`src/rtl/camera_csi2_pkg.sv`:
```
// Shared constants, packet header layout and receiver state encoding for the CSI-2 front end.
package camera_csi2_pkg;

    localparam logic [7:0] SYNC_BYTE          = 8'hB8;
    localparam logic [5:0] LONG_PACKET_MIN_DT = 6'h10;

    localparam logic [5:0] DT_GENERIC_SHORT = 6'h08;
    localparam logic [5:0] DT_YUV420_8      = 6'h18;
    localparam logic [5:0] DT_RAW8          = 6'h2A;

    typedef struct packed {
        logic [1:0]  vc;
        logic [5:0]  dt;
        logic [15:0] wc;
        logic [7:0]  ecc;
    } packet_header_t;

    typedef enum logic [1:0] {
        ST_IDLE,
        ST_HEADER,
        ST_PAYLOAD,
        ST_CRC
    } rx_state_e;

endpackage

```
`src/rtl/camera_dphy_lane.sv`:
```
// One HS data lane: DDR sampling, zero-run armed sync search and byte framing.
// byte_vld_o/sync_o are registered on the edge that captures the final bit; free-running, no backpressure.
module camera_dphy_lane
    import camera_csi2_pkg::*;
#(
    parameter int ZW = 2
) (
    input  logic       clk_i,
    input  logic       rst_i,
    input  logic       data_i,
    input  logic       drop_i,
    output logic [7:0] byte_o,
    output logic       byte_vld_o,
    output logic       sync_o,
    output logic       sync_phase_o
);

    logic          neg_q;
    logic [7:0]    win_q, win_d;
    logic [7:0]    hist_q, hist_d;
    logic [7:0]    byte_q, byte_d;
    logic [ZW-1:0] zc_q, zc_d;
    logic [2:0]    cnt_q, cnt_d;
    logic          aligned_q, aligned_d;
    logic          vld_q, vld_d;
    logic          sync_q, sync_d;
    logic          phase_q, phase_d;
    logic [1:0]    bits;

    always_ff @(negedge clk_i or posedge rst_i) begin
        if (rst_i) begin
            neg_q <= 1'b0;
        end else begin
            neg_q <= data_i;
        end
    end

    // hist_d tracks, per window position, whether the zero run was saturated
    // just before that bit; hist_d[0] therefore covers the first sync bit.
    always_comb begin
        win_d     = win_q;
        hist_d    = hist_q;
        zc_d      = zc_q;
        cnt_d     = cnt_q;
        aligned_d = aligned_q;
        byte_d    = byte_q;
        vld_d     = 1'b0;
        sync_d    = 1'b0;
        phase_d   = 1'b0;
        bits      = {data_i, neg_q};
        for (int i = 0; i < 2; i++) begin
            hist_d = {&zc_d, hist_d[7:1]};
            win_d  = {bits[i], win_d[7:1]};
            if (aligned_d) begin
                cnt_d = cnt_d + 3'd1;
                if (cnt_d == 3'd0) begin
                    byte_d = win_d;
                    vld_d  = 1'b1;
                end
            end else begin
                if (bits[i]) begin
                    zc_d = '0;
                end else if (!(&zc_d)) begin
                    zc_d = zc_d + ZW'(1);
                end
                if (win_d == SYNC_BYTE && hist_d[0]) begin
                    aligned_d = 1'b1;
                    cnt_d     = '0;
                    zc_d      = '0;
                    hist_d    = '0;
                    sync_d    = 1'b1;
                    phase_d   = (i == 1);
                end
            end
        end
        if (drop_i) begin
            aligned_d = 1'b0;
            zc_d      = '0;
            hist_d    = '0;
        end
    end

    always_ff @(posedge clk_i or posedge rst_i) begin
        if (rst_i) begin
            win_q     <= '0;
            hist_q    <= '0;
            zc_q      <= '0;
            cnt_q     <= '0;
            aligned_q <= 1'b0;
            byte_q    <= '0;
            vld_q     <= 1'b0;
            sync_q    <= 1'b0;
            phase_q   <= 1'b0;
        end else begin
            win_q     <= win_d;
            hist_q    <= hist_d;
            zc_q      <= zc_d;
            cnt_q     <= cnt_d;
            aligned_q <= aligned_d;
            byte_q    <= byte_d;
            vld_q     <= vld_d;
            sync_q    <= sync_d;
            phase_q   <= phase_d;
        end
    end

    assign byte_o       = byte_q;
    assign byte_vld_o   = vld_q;
    assign sync_o       = sync_q;
    assign sync_phase_o = phase_q;

endmodule

```
`src/rtl/camera_csi2_rx.sv`:
```
// CSI-2 receiver: lane merge, header parse and payload packing into 32-bit words.
// Strobes registered one cycle after the completing lane byte; no backpressure (sink must keep up).
module camera_csi2_rx
    import camera_csi2_pkg::*;
#(
    parameter int NUM_LANES              = 2,
    parameter int ZERO_ACCUMULATOR_WIDTH = 2
) (
    input  logic                 clock_p,
    input  logic                 reset,
    input  logic [NUM_LANES-1:0] data_p,
    output logic [1:0]           virtual_channel,
    output logic [15:0]          word_count,
    output logic [7:0]           image_data [3:0],
    output logic [5:0]           image_data_type,
    output logic                 image_data_enable,
    output logic                 interrupt
);

    logic [7:0]           lane_byte [NUM_LANES];
    logic [NUM_LANES-1:0] lane_vld, lane_sync, lane_phase;
    logic                 all_sync;

    rx_state_e      state_q, state_d;
    packet_header_t hdr_q, hdr_d;
    logic [15:0]    cnt_q, cnt_d;
    logic [1:0]     widx_q, widx_d;
    logic [7:0]     acc_q [3:0];
    logic [7:0]     acc_d [3:0];
    logic [7:0]     img_q [3:0];
    logic [7:0]     img_d [3:0];
    logic [1:0]     vc_q, vc_d;
    logic [5:0]     dt_q, dt_d;
    logic [15:0]    wc_q, wc_d;
    logic [7:0]     header_ecc, header_ecc_d;
    logic           en_q, en_d, irq_q, irq_d, drop_q, drop_d;

    for (genvar l = 0; l < NUM_LANES; l++) begin : g_lane
        camera_dphy_lane #(.ZW(ZERO_ACCUMULATOR_WIDTH)) u_lane (
            .clk_i        (clock_p),
            .rst_i        (reset),
            .data_i       (data_p[l]),
            .drop_i       (drop_q),
            .byte_o       (lane_byte[l]),
            .byte_vld_o   (lane_vld[l]),
            .sync_o       (lane_sync[l]),
            .sync_phase_o (lane_phase[l])
        );
    end

    // Skew-free lanes: every lane must hit sync on the very same DDR sample.
    assign all_sync = (&lane_sync) && ((lane_phase == '0) || (lane_phase == '1));

    always_comb begin
        state_d      = state_q;
        hdr_d        = hdr_q;
        cnt_d        = cnt_q;
        widx_d       = widx_q;
        acc_d        = acc_q;
        img_d        = img_q;
        vc_d         = vc_q;
        dt_d         = dt_q;
        wc_d         = wc_q;
        header_ecc_d = header_ecc;
        en_d         = 1'b0;
        irq_d        = 1'b0;
        drop_d       = 1'b0;
        if (state_q == ST_IDLE) begin
            if (all_sync) begin
                state_d = ST_HEADER;
                cnt_d   = '0;
            end else if (|lane_sync) begin
                drop_d = 1'b1;
            end
        end else if (&lane_vld) begin
            // Lane 0 carries the earliest byte, so walk lanes in order; the state may change mid-group.
            for (int l = 0; l < NUM_LANES; l++) begin
                case (state_d)
                    ST_HEADER: begin
                        case (cnt_d[1:0])
                            2'd0: begin
                                hdr_d.vc = lane_byte[l][7:6];
                                hdr_d.dt = lane_byte[l][5:0];
                            end
                            2'd1:    hdr_d.wc[7:0]  = lane_byte[l];
                            2'd2:    hdr_d.wc[15:8] = lane_byte[l];
                            default: hdr_d.ecc      = lane_byte[l];
                        endcase
                        cnt_d = cnt_d + 16'd1;
                        if (cnt_d == 16'd4) begin
                            vc_d         = hdr_d.vc;
                            dt_d         = hdr_d.dt;
                            wc_d         = hdr_d.wc;
                            header_ecc_d = hdr_d.ecc;
                            irq_d        = 1'b1;
                            cnt_d        = '0;
                            widx_d       = '0;
                            acc_d        = '{default: '0};
                            if (hdr_d.dt < LONG_PACKET_MIN_DT) begin
                                state_d = ST_IDLE;
                                drop_d  = 1'b1;
                            end else if (hdr_d.wc == 16'd0) begin
                                state_d = ST_CRC;
                            end else begin
                                state_d = ST_PAYLOAD;
                            end
                        end
                    end
                    ST_PAYLOAD: begin
                        acc_d[widx_d] = lane_byte[l];
                        cnt_d         = cnt_d + 16'd1;
                        if (widx_d == 2'd3 || cnt_d == hdr_d.wc) begin
                            img_d  = acc_d;
                            en_d   = 1'b1;
                            irq_d  = 1'b1;
                            acc_d  = '{default: '0};
                            widx_d = '0;
                        end else begin
                            widx_d = widx_d + 2'd1;
                        end
                        if (cnt_d == hdr_d.wc) begin
                            state_d = ST_CRC;
                            cnt_d   = '0;
                        end
                    end
                    ST_CRC: begin
                        cnt_d = cnt_d + 16'd1;
                        if (cnt_d == 16'd2) begin
                            state_d = ST_IDLE;
                            drop_d  = 1'b1;
                        end
                    end
                    default: ;
                endcase
            end
        end
    end

    always_ff @(posedge clock_p or posedge reset) begin
        if (reset) begin
            state_q    <= ST_IDLE;
            hdr_q      <= '0;
            cnt_q      <= '0;
            widx_q     <= '0;
            acc_q      <= '{default: '0};
            img_q      <= '{default: '0};
            vc_q       <= '0;
            dt_q       <= '0;
            wc_q       <= '0;
            header_ecc <= '0;
            en_q       <= 1'b0;
            irq_q      <= 1'b0;
            drop_q     <= 1'b0;
        end else begin
            state_q    <= state_d;
            hdr_q      <= hdr_d;
            cnt_q      <= cnt_d;
            widx_q     <= widx_d;
            acc_q      <= acc_d;
            img_q      <= img_d;
            vc_q       <= vc_d;
            dt_q       <= dt_d;
            wc_q       <= wc_d;
            header_ecc <= header_ecc_d;
            en_q       <= en_d;
            irq_q      <= irq_d;
            drop_q     <= drop_d;
        end
    end

    assign virtual_channel   = vc_q;
    assign image_data_type   = dt_q;
    assign word_count        = wc_q;
    assign image_data        = img_q;
    assign image_data_enable = en_q;
    assign interrupt         = irq_q;

endmodule

```
`config.mk`:
```
export PLATFORM = sky130hd
export DESIGN_NAME = camera_csi2_rx
export DESIGN_NICKNAME = d
export VERILOG_FILES = /design/src/rtl/camera_csi2_pkg.sv /design/src/rtl/camera_dphy_lane.sv /design/src/rtl/camera_csi2_rx.sv
export SDC_FILE = /design/constraint.sdc
export NUM_CORES = 1
export LEC_CHECK = 0
export CAP_MARGIN = 10
export CORE_MARGIN = 5
export CORE_UTILIZATION = 35
export CTS_CLUSTER_DIAMETER = 80
export DETAILED_ROUTE_END_ITERATION = 12
export PLACE_DENSITY = 0.64
export SLEW_MARGIN = 20
export SYNTH_ARGS = -nofsm -noshare
export SYNTH_HDL_FRONTEND = slang
export SYNTH_SLANG_ARGS = --single-unit
```
`constraint.sdc`:
```
create_clock -name clock_p -period 6.7 [get_ports clock_p]
set_input_delay 1.675 -clock clock_p [delete_from_list [all_inputs] [get_ports clock_p]]
set_output_delay 1.675 -clock clock_p [all_outputs]
set_load 0.05 [all_outputs]
```
Word level (Yosys, flattened, before mapping):

Cells that the tools add are included.

* word-level logic and storage cells: 307
* output and inout bits: 58
* flip-flop bits (word level): 211
* input bits: 4

* equality and inequality tests: 24
* $lt $le $gt $ge: 6
* reductions and logical operators: 32
* bitwise gates (word level): 1
* multiplexer cells: 191
* $add $sub $neg: 12

Operators with widths (number)
* 2-to-1 mux 32 bit: 14
* 2-to-1 mux 8 bit: 46
* 2-to-1 mux 16 bit: 13
* one-hot mux 32 bit (2 select lines): 2
* one-hot mux 16 bit (3 select lines): 2
* 2-to-1 mux 2 bit: 41
* bitwise mux 32 bit: 2
* 2-to-1 mux 1 bit: 49
* adder 16 x 1 -> 16 bit (second input constant): 2
* demux 8 bit (select 2 bit): 2
* equality test 16 bit: 2
* equality test 16 x 2 -> 1 bit (second input constant): 2
* equality test 16 x 3 -> 1 bit (second input constant): 2
* equality test 8 bit (second input constant): 4
* zero test 16 bit: 2
* 2-to-1 mux 3 bit: 8
* 2-to-1 mux 6 bit: 4
* equality test 2 bit (second input constant): 9
* AND reduction 2 bit: 7
* adder 2 x 1 -> 2 bit (second input constant): 6
* adder 3 x 1 -> 3 bit (second input constant): 4
* zero test 3 bit: 4
* < comparator 6 x 5 -> 1 bit (second input constant): 2
* one-hot mux 2 bit (3 select lines): 2
* other kinds (14): 35

Depth between registers and ports, before layout:

* depth in word-level cells: 23
* depth in mapped cells: 29
* gate-level depth less buffers: 24

By module:

A second synthesis with hierarchy kept.

* cell total of the unflattened synthesis: 1671
* area total of the unflattened synthesis: 14520.2 sq um

Modules (own cells, without submodules)
* camera_csi2_rx: cells each 1443, area each 11755.0 sq um, sequential area each 3378.2 sq um, instances 1
* camera_dphy_lane: cells each 114, area each 1382.6 sq um, sequential area each 800.8 sq um, instances 2

==> impl_results.md <==
- Final-report max-slew violation count: 0
- Unrepaired setup endpoints after global routing: no
- Number of antenna violations at the first check in global routing: 0
- Distinct cell type count of the synthesized netlist: 99
- Most frequent cells in the layout: sky130_fd_sc_hd__nand2_1 (215), sky130_fd_sc_hd__dfrtp_1 (195), sky130_fd_sc_hd__nor2_1 (131)
- Global-route wire length before repair: 77140 um
- DIE AREA: 45210 um2
- Number of fill cells in the layout: 4086
- Largest net degree at the start of global routing: 84
- Maximum vdd ir drop: 0.2074 mV
- Clock transition at the registers of the reported paths: 80 ps
- Clock network fraction of total power: 45.1%
- Endpoint type of the worst setup path: flop
- Async set-reset flop share out of synthesis: 100.0%
- Max-slew headroom: 35.04%
- Pint: 1.774 mW
- Number of setup violations in the final report: 0
- Sum of net half-perimeters after detailed placement: 34920 um
- Power per cell area: 146.4 nW/um2
- Share of the yosys chip area belonging to registers: 34.65%
- Post-layout min period: 6442 ps
- H-tree levels: 4
- Number of input and output port buffers inserted: 61
- I/O pin cnt: 62
- Number of standard-cell rows in the floorplan: 74
- GPL Wtd Cong: 0.9535
- Critical path startpoint category: flop
- CTS Root Buffer Type: sky130_fd_sc_hd__clkbuf_16
- Number of synthesized flops with an enable pin: 0
- Overall via count from detail_route: 13450
- Type of the tightest min-delay check: flop to flop
- Synth Warn #: 0
- Remaining DRCs: 0
- Total clock sinks: 199
- Post-synthesis instance total: 1696
- Effective utilization at floorplan: 35.27%
- Overall global routing resource usage: 21.71%
- Required time at the worst-slack endpoint: 7090 ps
- Finished Cell Area: 16240 um2
- Vias in the first global route: 12890
- Final antenna-violating net count: 0
- Commonest non-fill, non-tap cell in the layout: sky130_fd_sc_hd__nand2_1
- Most frequently used flop master after synthesis: sky130_fd_sc_hd__dfrtp_1
- Switching Power: 0.6027 mW
- # diodes: 0
- Worst Max-Slew Pin Slew: 974.3 ps
- Vias per Instance: 5.971
- Area delta synth->final: 12.98%
- Crit path arrival time: 6840 ps
- Worst slack at placement: 312.7 ps
- Non-filler instance count after layout: 2252
- DRT Wirelength: 49730 um
- Post-layout total power: 2.377 mW
- Final Hold Vio Count: 0
- Later-pin clock latency in the skew report: 460 ps
- Upper clock frequency limit: 155.2 MHz
- Fin Clk Skew: 38.46 ps
- Run status: complete, no violations
- Combinational power share: 2.3%
- Post-cts hold buffer count: 0
- Maximum capacitance violations: 0
- DP Area: 15570 um2
- Largest fanout on the critical path: 32
- Nets in the synthesized netlist: 1734
- Share of power burned in registers: 52.7%
- Total iterations of the first detailed-routing run: 6
- Period utilization: 96.15%
- Worst setup path category: flop to flop
- Initial DRC Count: 1291
- Buffer depth of the longest clock path: 2
- Avg Inst Size Synth: 8.473 um2
- Combined area of all synthesized cells: 14370 um2
- Area of the core: 40740 um2
- Average wire per cell in the routed design: 22.08 um
- CTS tree: yes
- Crit path setup slack, layout: 258.1 ps
- Register bit count reported by yosys: 199
- Chip Width: 212.6 um
- Setup total negative slack: 0 ps
- DIE HEIGHT: 212.6 um
- Leakage: 6.717 nW
- Net total in the final layout: 1745
- Global route total overflow: 0
- Cells after DPL: 2216
- Fraction of final layout cells sized beyond drive strength 1: 13.08%
- TritonCTS Buffers: 17
- Sw Ratio: 25.36%
[synthesized netlist by cell type, types with 32 or more instances]
cell | n | share of area (%)
sky130_fd_sc_hd__o221ai_1 | 35 | 2.1
sky130_fd_sc_hd__xnor2_1 | 41 | 2.5
sky130_fd_sc_hd__mux2_2 | 46 | 3.6
sky130_fd_sc_hd__inv_1 | 69 | 1.8
sky130_fd_sc_hd__nand2_1 | 216 | 5.6
sky130_fd_sc_hd__mux2i_1 | 54 | 3.8
sky130_fd_sc_hd__ha_1 | 34 | 3.0
sky130_fd_sc_hd__a221o_1 | 33 | 2.3
sky130_fd_sc_hd__dfrtp_1 | 197 | 34
sky130_fd_sc_hd__nor2_1 | 132 | 3.4
sky130_fd_sc_hd__a21oi_1 | 120 | 4.2
sky130_fd_sc_hd__a21oi_2 | 32 | 2.0
sky130_fd_sc_hd__clkbuf_1 | 84 | 2.2
sky130_fd_sc_hd__a22oi_1 | 42 | 2.2
sky130_fd_sc_hd__o21ai_0 | 114 | 4.0
[routing by layer]
metal | wire length (um) | vias up | part of all wire [%] | global-route usage [%]
met5 | 0 | - | 0 | 0
met4 | 1800 | 0 | 3.6 | 8.607
met3 | 3573 | 94 | 7.2 | 3.659
met2 | 23000 | 546 | 46 | 34.05
met1 | 21350 | 6585 | 43 | 30.00
li1 | - | 6221 | - | -
[per-stage QoR]
stage               utilization (%)  hold slack [ps]
CTS                           39.70            435.5
detailed placement            38.23            420.7
global route                  39.85            455.3
global placement              38.23            410.2
floorplan                         -            394.1
finish                        39.85            437.9
[power by group through the flow]
stage	combinational (mW)	clock, mW	sequential, mW
5_1_grt	0.0627	1.13	1.25
2_1_floorplan	0.0497	0	1.25
6_report	0.0540	1.07	1.25
3_5_place_dp	0.0559	0	1.27
4_1_cts	0.0559	1.09	1.25
3_3_place_gp	0.0546	0	1.27
[sequential cells by signal (all words and copies together) (netlist names), 4 cells and up]
name / cells
acc_q: 32
cnt_q: 16
g_lane.u_lane.byte_o: 16
g_lane.u_lane.cnt_q: 6
g_lane.u_lane.hist_q: 14
g_lane.u_lane.win_q: 14
g_lane.u_lane.zc_q: 4
hdr_q: 24
image_data: 32
image_data_type: 6
word_count: 16
[path summary, 6_finish.rpt]
path / slack, ps / end / cells past startpoint / from
worst min register to register: 440 / g_lane[0].u_lane.win_q[1] / 0 / g_lane[0].u_lane.win_q[3]
worst max-delay path: 260 / image_data[6] / 23 / cnt_q[0]
max in group asynchronous: 1840 / g_lane[0].u_lane.neg_q / 2 / reset
min in group asynchronous: 1910 / g_lane[0].u_lane.hist_q[3] / 3 / reset
worst max register to register: 260 / image_data[6] / 23 / cnt_q[0]
worst min-delay path: 440 / g_lane[0].u_lane.win_q[1] / 0 / g_lane[0].u_lane.win_q[3]
[worst max-delay path, stage by stage (launching register included)]
cell and delay, ps:
sky130_fd_sc_hd__dfrtp_1 420, sky130_fd_sc_hd__ha_2 310, sky130_fd_sc_hd__and2_2 260, sky130_fd_sc_hd__nand3_4 90, sky130_fd_sc_hd__o31ai_1 460, sky130_fd_sc_hd__or4b_4 580, sky130_fd_sc_hd__o41a_1 460, sky130_fd_sc_hd__o21ai_0 240
sky130_fd_sc_hd__nor2_1 80, sky130_fd_sc_hd__a21oi_1 240, sky130_fd_sc_hd__ha_1 310, sky130_fd_sc_hd__xnor2_1 130, sky130_fd_sc_hd__a31oi_1 140, sky130_fd_sc_hd__o21ai_0 140, sky130_fd_sc_hd__nor3_1 160, sky130_fd_sc_hd__a21oi_1 100
sky130_fd_sc_hd__a311oi_1 300, sky130_fd_sc_hd__o2111a_1 230, sky130_fd_sc_hd__o2111a_1 240, sky130_fd_sc_hd__nand4_1 190, sky130_fd_sc_hd__or4_2 720, sky130_fd_sc_hd__buf_12 210, sky130_fd_sc_hd__a21oi_1 190, sky130_fd_sc_hd__a221o_1 130
[area by class of cell]
class / count / area (um2) / area share, %
Timing Repair Buffer: 128 / 1142 / 7.036
Sequential cell: 199 / 4982 / 30.69
Multi-Input combinational cell: 1289 / 8574 / 52.81
Inverter: 72 / 274.0 / 1.688
Clock buffer: 18 / 439.2 / 2.705
Clock inverter: 14 / 157.7 / 0.9710
Tap cell: 532 / 665.6 / 4.100
[repair_timing]
action                     4_1_cts  5_1_grt
setup endpoints to repair        0       53
setup buffers                    0        4
gates resized for setup          0        9
[kinds of logic (layout without fill, tap and decap cells)]
logic type               count (synthesis)  count (layout)  synth area share (%)
AO/OA/AOI/OAI                          540             540                 25.89
XOR/XNOR                                61              61                 4.023
adder cells (fa/ha/maj)                 34              34                 2.960
buffers and inverters                  208             232                 6.060
flip-flops                             199             199                 34.65
multiplexers                           100             100                 7.366
AND/OR/NAND/NOR                        554             554                 19.05
(Power assumes the default switching activity.)
